### src/rtl/md_unit.sv
// Iterative multiply/divide unit owning HI/LO: shift-add MULT/MULTU, restoring DIV/DIVU.
// Optional macro MD_FAST_MUL_EN replaces the iterative multiplier with a single-cycle one.
module md_unit #(
    parameter int XLEN  = 32,
    parameter int CNT_W = 6
) (
    input  logic            clk,
    input  logic            rst,
    input  logic            start,
    input  logic            flush,
    input  logic            mult,
    input  logic            div,
    input  logic            mdsign,
    input  logic [1:0]      hilowen,
    input  logic [1:0]      hiloren,
    input  logic [XLEN-1:0] rega,
    input  logic [XLEN-1:0] regb,
    output logic            busy,
    output logic            done,
    output logic [XLEN-1:0] rdata,
    output logic [XLEN-1:0] hi,
    output logic [XLEN-1:0] lo
);

`ifdef MD_FAST_MUL_EN
    typedef enum logic [1:0] {IDLE = 2'd0, DIV = 2'd2, FIX = 2'd3} state_t;
`else
    typedef enum logic [1:0] {IDLE = 2'd0, MUL = 2'd1, DIV = 2'd2, FIX = 2'd3} state_t;
`endif

    state_t            state, next_state;
    logic [CNT_W-1:0]  cnt;
    logic [2*XLEN-1:0] acc;       // mult: {partial, multiplier}; div: {remainder, quotient}
    logic [XLEN-1:0]   opnd;      // multiplicand or divisor magnitude
    logic              sign_q, sign_r, is_div, div_zero;
    logic              accept, hilo_wr, last;
    logic [XLEN-1:0]   a_mag, b_mag;
    logic [XLEN+1:0]   div_trial;
    logic [2*XLEN-1:0] prod_fix;
    logic [XLEN-1:0]   quot_fix, rem_fix;

    assign a_mag  = (mdsign && rega[XLEN-1]) ? -rega : rega;
    assign b_mag  = (mdsign && regb[XLEN-1]) ? -regb : regb;
    assign accept  = (state == IDLE) && start && !flush && (mult || div);
    assign hilo_wr = (state == IDLE) && start && !flush && !mult && !div && (hilowen != 2'b00);
    assign last    = (cnt == CNT_W'(XLEN - 1));

    // Trial subtract of the shifted partial remainder; top bit set means it went negative.
    assign div_trial = {1'b0, acc[2*XLEN-1:XLEN-1]} - {2'b00, opnd};

    assign prod_fix = sign_q ? -acc : acc;
    assign quot_fix = sign_q ? -acc[XLEN-1:0] : acc[XLEN-1:0];
    assign rem_fix  = sign_r ? -acc[2*XLEN-1:XLEN] : acc[2*XLEN-1:XLEN];

`ifndef MD_FAST_MUL_EN
    logic [XLEN:0] mul_sum;
    assign mul_sum = {1'b0, acc[2*XLEN-1:XLEN]} + (acc[0] ? {1'b0, opnd} : {(XLEN+1){1'b0}});
`endif

    always_ff @(posedge clk) begin
        if (rst) state <= IDLE;
        else     state <= next_state;
    end

    always_comb begin
        next_state = state;
        busy       = (state != IDLE) || (start && (mult || div) && !flush);
        done       = (state == FIX) && !flush;
        if (flush) begin
            next_state = IDLE;
        end else begin
            case (state)
                IDLE: begin
                    if (accept) begin
`ifdef MD_FAST_MUL_EN
                        next_state = div ? DIV : FIX;
`else
                        next_state = div ? DIV : MUL;
`endif
                    end
                end
`ifndef MD_FAST_MUL_EN
                MUL:     if (last) next_state = FIX;
`endif
                DIV:     if (last) next_state = FIX;
                FIX:     next_state = IDLE;
                default: next_state = IDLE;
            endcase
        end
    end

    always_ff @(posedge clk) begin
        if (rst) begin
            hi       <= '0;
            lo       <= '0;
            acc      <= '0;
            opnd     <= '0;
            cnt      <= '0;
            sign_q   <= 1'b0;
            sign_r   <= 1'b0;
            is_div   <= 1'b0;
            div_zero <= 1'b0;
        end else begin
            if (accept) begin
                cnt      <= '0;
                sign_q   <= mdsign & (rega[XLEN-1] ^ regb[XLEN-1]);
                sign_r   <= mdsign & rega[XLEN-1];
                is_div   <= div;
                div_zero <= (regb == '0);
                if (div) begin
                    acc  <= {{XLEN{1'b0}}, a_mag};
                    opnd <= b_mag;
                end else begin
`ifdef MD_FAST_MUL_EN
                    acc  <= {{XLEN{1'b0}}, a_mag} * {{XLEN{1'b0}}, b_mag};
`else
                    acc  <= {{XLEN{1'b0}}, b_mag};
`endif
                    opnd <= a_mag;
                end
            end
            case (state)
`ifndef MD_FAST_MUL_EN
                MUL: begin
                    acc <= {mul_sum, acc[XLEN-1:1]};
                    cnt <= cnt + 1'b1;
                end
`endif
                DIV: begin
                    if (!div_trial[XLEN+1])
                        acc <= {div_trial[XLEN-1:0], acc[XLEN-2:0], 1'b1};
                    else
                        acc <= {acc[2*XLEN-2:0], 1'b0};
                    cnt <= cnt + 1'b1;
                end
                default: ;
            endcase
            // Divide by zero leaves the dividend as remainder, so only the quotient needs forcing.
            if (state == FIX && !flush) begin
                if (is_div) begin
                    lo <= div_zero ? {XLEN{1'b1}} : quot_fix;
                    hi <= rem_fix;
                end else begin
                    {hi, lo} <= prod_fix;
                end
            end else if (hilo_wr) begin
                if (hilowen[1]) hi <= rega;
                if (hilowen[0]) lo <= rega;
            end
        end
    end

    always_comb begin
        case (hiloren)
            2'b10, 2'b11: rdata = hi;
            default:      rdata = lo;
        endcase
    end

endmodule
### config.mk
export PLATFORM = sky130hd
export DESIGN_NAME = md_unit
export DESIGN_NICKNAME = d
export VERILOG_FILES = /design/src/rtl/md_unit.sv
export SDC_FILE = /design/constraint.sdc
export NUM_CORES = 1
export LEC_CHECK = 0
export BUFFER_PORTS_ARGS = -buffer_cell sky130_fd_sc_hd__buf_2
export CORE_MARGIN = 5
export CORE_UTILIZATION = 50
export DETAILED_ROUTE_END_ITERATION = 8
export GPL_ROUTABILITY_DRIVEN = 0
export HOLD_SLACK_MARGIN = 0.1
export PLACE_DENSITY = 0.78
export REMOVE_ABC_BUFFERS = 1
export SETUP_SLACK_MARGIN = 0.3
export SYNTH_ARGS = -nofsm -noshare
export SYNTH_HDL_FRONTEND = slang
export SYNTH_SLANG_ARGS = --single-unit
### constraint.sdc
create_clock -name clk -period 5.5 [get_ports clk]
set_input_delay 0.55 -clock clk [delete_from_list [all_inputs] [get_ports clk]]
set_output_delay 0.55 -clock clk [all_outputs]
set_load 0.03 [all_outputs]
==> flow_results.org <==
** Clock network
- Clock Sink Count :: 172
- In this run the post-CTS setup repair buffer count came out at 0.
- The longest clock path from root to sink contains 2 buffers.
- TritonCTS clock tree :: done
- Clock buffers created by TritonCTS :: 17
- Once the clock tree was built, the resizer swapped 0 gates to a different size.
- Clock Root Buffer :: clkbuf_16
- The H-tree was split into 4 levels.
- Clock-pin slew was measured on the worst setup and hold paths at roughly 0.08 ns.
- In this run, post-CTS hold repair placed 0 buffers.
- Worst-skew pair later-pin latency :: 0.45 ns

** STA
- The smallest clock period supported by the final layout is computed as 4.013 ns.
- The max-slew violation count came to 0.
- For this run, the top clock speed supported by timing is roughly 0.25 GHz.
- Setup repair after global routing left no endpoint under its margin.
- Between clock sinks in the finished design, the worst skew comes to 0.01600 ns.
- Final hold violation count :: 0
- Worst relative slew slack :: 16.54%
- Once routing completed, OpenROAD measured the worst setup slack at 1.487 ns.
- Slew at the pin closest to its max-slew limit :: 1.240 ns
- Setup violations remaining at the end of the flow were counted as 0.
- The final critical path takes up between 70 and 80% of the cycle.

** Synthesis
- Summed over all instances, the cell type with the most area after synthesis is dfxtp_1.
- The synthesized design contains 0 enable-type register cells.
- The share of the Yosys chip area taken by registers is 23.18%.
- Ranked by total cell area, the synthesized netlist is headed by dfxtp_1 23%, a21oi_1 6.4%, ha_1 6.2%, nand2_1 5.9%, xor2_1 5.8%.
- Synth Warn # :: 0
- Distinct cell type count of the synthesized netlist :: about 70
- Number of register bits inferred by synthesis :: 172
- Async set or reset register ratio after synthesis :: 0%
- Top cell type's share of synthesized area :: 23.18%
- Cell area after synthesis :: about 0.015 sq mm
- Post-synth top flop :: dfxtp_1
- Count of mapped cells out of synthesis :: approximately 2k
- Average size of a mapped cell :: between 7 and 8 sq um

** Setup path
- Traced cell by cell, the critical path runs through inv_1 -> buf_4 -> nor2_1 -> ha_1 -> a21o_1 -> a21o_1 -> a21oi_1 -> o221ai_1 -> a221oi_1 -> o31a_1 -> o21ai_0 -> and4_1 -> a2111oi_0 -> o221ai_1.
- The number of cells on the worst reg-to-reg path is 14.
- At the worst endpoint, the arrival time is 4.32 ns.
- Of all nets on the critical path, the largest fanout is 23.
- STA classifies the critical path startpoint as a register.
- Required time at the endpoint of the critical path :: 5.80 ns
- On the worst path, the slowest cell contributes a delay of 0.48 ns.
- Among all stages on the critical path, the largest delay is contributed by a221oi_1.
- The worst setup path is captured at a register.
- The worst setup path is of the reg -> reg kind.

** Drt
- For this run, design rule violations remaining after detail routing come to 0.
- After detailed routing, the number of vias per cell comes to 6.531.
- Routed Antenna Nets :: 0
- Summed over all layers, the routed wires come to 50,180 um.
- The first routing iteration left approximately 2.3k violations.
- Routed wire per std cell :: 20.29 um
- For this run, the detailed router's first-pass iteration total came to 7.
- Via Count :: 16.15k

** Power
- Peak VDD IR :: 0.1814 mV
- The design draws 3504 uW.
- PD cells :: 212.9 mW/mm^2
- Summed over all cells, the static leakage comes to 0.007039 uW.

** Placed design
- Number of buffers inserted by port buffering :: 171
- HPWL reported at the end of detailed placement :: around 37,000 um
- At the placement stage, the worst setup path has a slack of 1.560 ns.
- Number of placed instances, taps included :: 2,441

** GRT
- Initial antenna violation count :: 0
- Summed over all layers, the global routing overflow is 0.
- The first global-routing pass estimated 79,920 um of wire.
- For this run, the total global-route usage over all layers was measured as 29.01%.
- Via count of the first global-routing pass :: 15.09k
- Entering global routing, the biggest net connects 90 pins.

** Cells and area
- Register Area :: 0.003443 sq mm
- Area growth from synthesis to final layout :: 10.81%
- The multi-input combinational cells in the finished layout cover a total of around 0.011 sq mm.
- Count of fill cells added during filler insertion :: approximately 2.7k
- Measured on the finished design, the core utilization comes to 55.84%.
- Fin nets :: 2,221
- Antenna fix cells :: 0
- Layout Cells excl Fill :: 2,473
- Of the cells placed in the final design, the portion with a size suffix greater than 1 is between 10 and 15%.

** Floorplan
- The floorplan step set the die height to between 150 and 200 um.
- Starting utilization of the core area :: 50.39%
- The floorplan step defined a core boundary enclosing between 0.02 and 0.03 sq mm.
- Row generation in the floorplan step produced 63 rows.
- Die width :: approximately 180 um
- Die Area :: 0.03326 sq mm
- During I/O placement, the number of pins put on the boundary was around 170.

** Status
- Run status :: complete, no violations

** Job
- Across the run, the number of max-cap violations was 0.

** Min path
- Type of the worst min-delay path :: in -> reg
- Counting instances, the worst hold path has a depth of 2.
-- synthesized netlist by cell type, types with 7 or more instances --
cell type and n:
and3_1 10, a221oi_1 34, a21oi_1 189, dfxtp_1 172, nor3_1 46, mux2i_1 54
a222oi_1 7, o31ai_1 23, and2_1 11, nor2_1 187, o211ai_1 45, nand3_1 50
o21ai_0 90, nand4_1 9, a21o_1 44, nor2b_1 10, o41ai_1 8, a31oi_1 17
a311oi_1 31, nor4_1 13, nand2_1 235, ha_1 74, inv_1 63, or4_1 11
mux2_2 40, xnor2_1 73, nand2b_1 17, a22oi_1 46, a22o_1 16, clkbuf_1 138
a211oi_1 22, o21bai_1 9, xor2_1 99, or3_1 15
-- flip-flops by register name (all words and copies together) (netlist names) --
register	cells
sign_q	1
hi	32
opnd	32
is_div	1
lo	32
sign_r	1
cnt	6
div_zero	1
acc	64
state	2
-- final cells by class --
| type | count | area share, % |
|---|---|---|
| multi-input cells | 1622 | 64.90 |
| flip-flops and latches | 172 | 20.92 |
| repair buffers | 194 | 6.262 |
| well taps | 390 | 2.964 |
| clock buffers | 18 | 2.607 |
| inverters | 63 | 1.436 |
| clock inverters | 14 | 0.9196 |
-- final timing paths --
path            start       end  slack (ns)
min             flush  state[1]        0.31
min reg2reg  opnd[12]  opnd[12]        0.45
max reg2reg    acc[0]   acc[60]        1.49
max            acc[0]   acc[60]        1.49
-- metal layers --
metal / up-vias / track usage, % / wire, um
met3: 160 / 4.923 / 4855
met2: 917 / 46.92 / 22830
met5: - / 0 / 0
met1: 7611 / 38.56 / 20530
met4: 0 / 11.65 / 1955
li1: 7463 / - / -
-- cells in the final DEF, fill, tap and decap left out, drive strengths merged, types with 45 or more instances in the layout --
cell and n:
a21oi 189, a22oi 46, buf 194, dfxtp 172, ha 74, inv 71, mux2i 54, nand2 235
nand3 50, nor2 187, nor3 46, o211ai 45, o21ai 93, xnor2 73, xor2 99
-- critical path: cells and delay by family (launching register included) --
kind | cells | cell delay, ns
and+or+nand+nor | 2 | 0.29
buffers and inverters | 2 | 0.65
DFF | 1 | 0.38
AOI/OAI and AO/OA | 9 | 2.20
adders and majority gates | 1 | 0.35
-- through the flow --
step | instance area [sq um] | TNS, ns | hold WS, ns
after floorplan | 14310 | -0.07063 | 0.4228
after global placement | 15880 | 0 | 0.4437
after detailed placement | 15880 | 0 | 0.4435
after CTS | 16460 | 0 | 0.3054
after global routing | 16460 | 0 | 0.3052
final | 16460 | 0 | 0.3063
-- power breakdown --
part,switching (uW),total [uW],internal [uW]
Combinational,588,907,320
Clock,601,1240,644
Sequential,61.5,1350,1290
-- cells by family (layout without fill, tap and decap cells) --
logic type      after synthesis  count (layout)  synth area share (%)
buf+inv                     208             289                 5.264
compound gates              634             634                 28.39
mux                          94              94                 6.670
simple gates                646             646                 19.86
fa+ha+maj                    76              76                 6.502
flops                       172             172                 23.18
xor+xnor                    172             172                 10.14
Power figures use the tool's default switching activity.
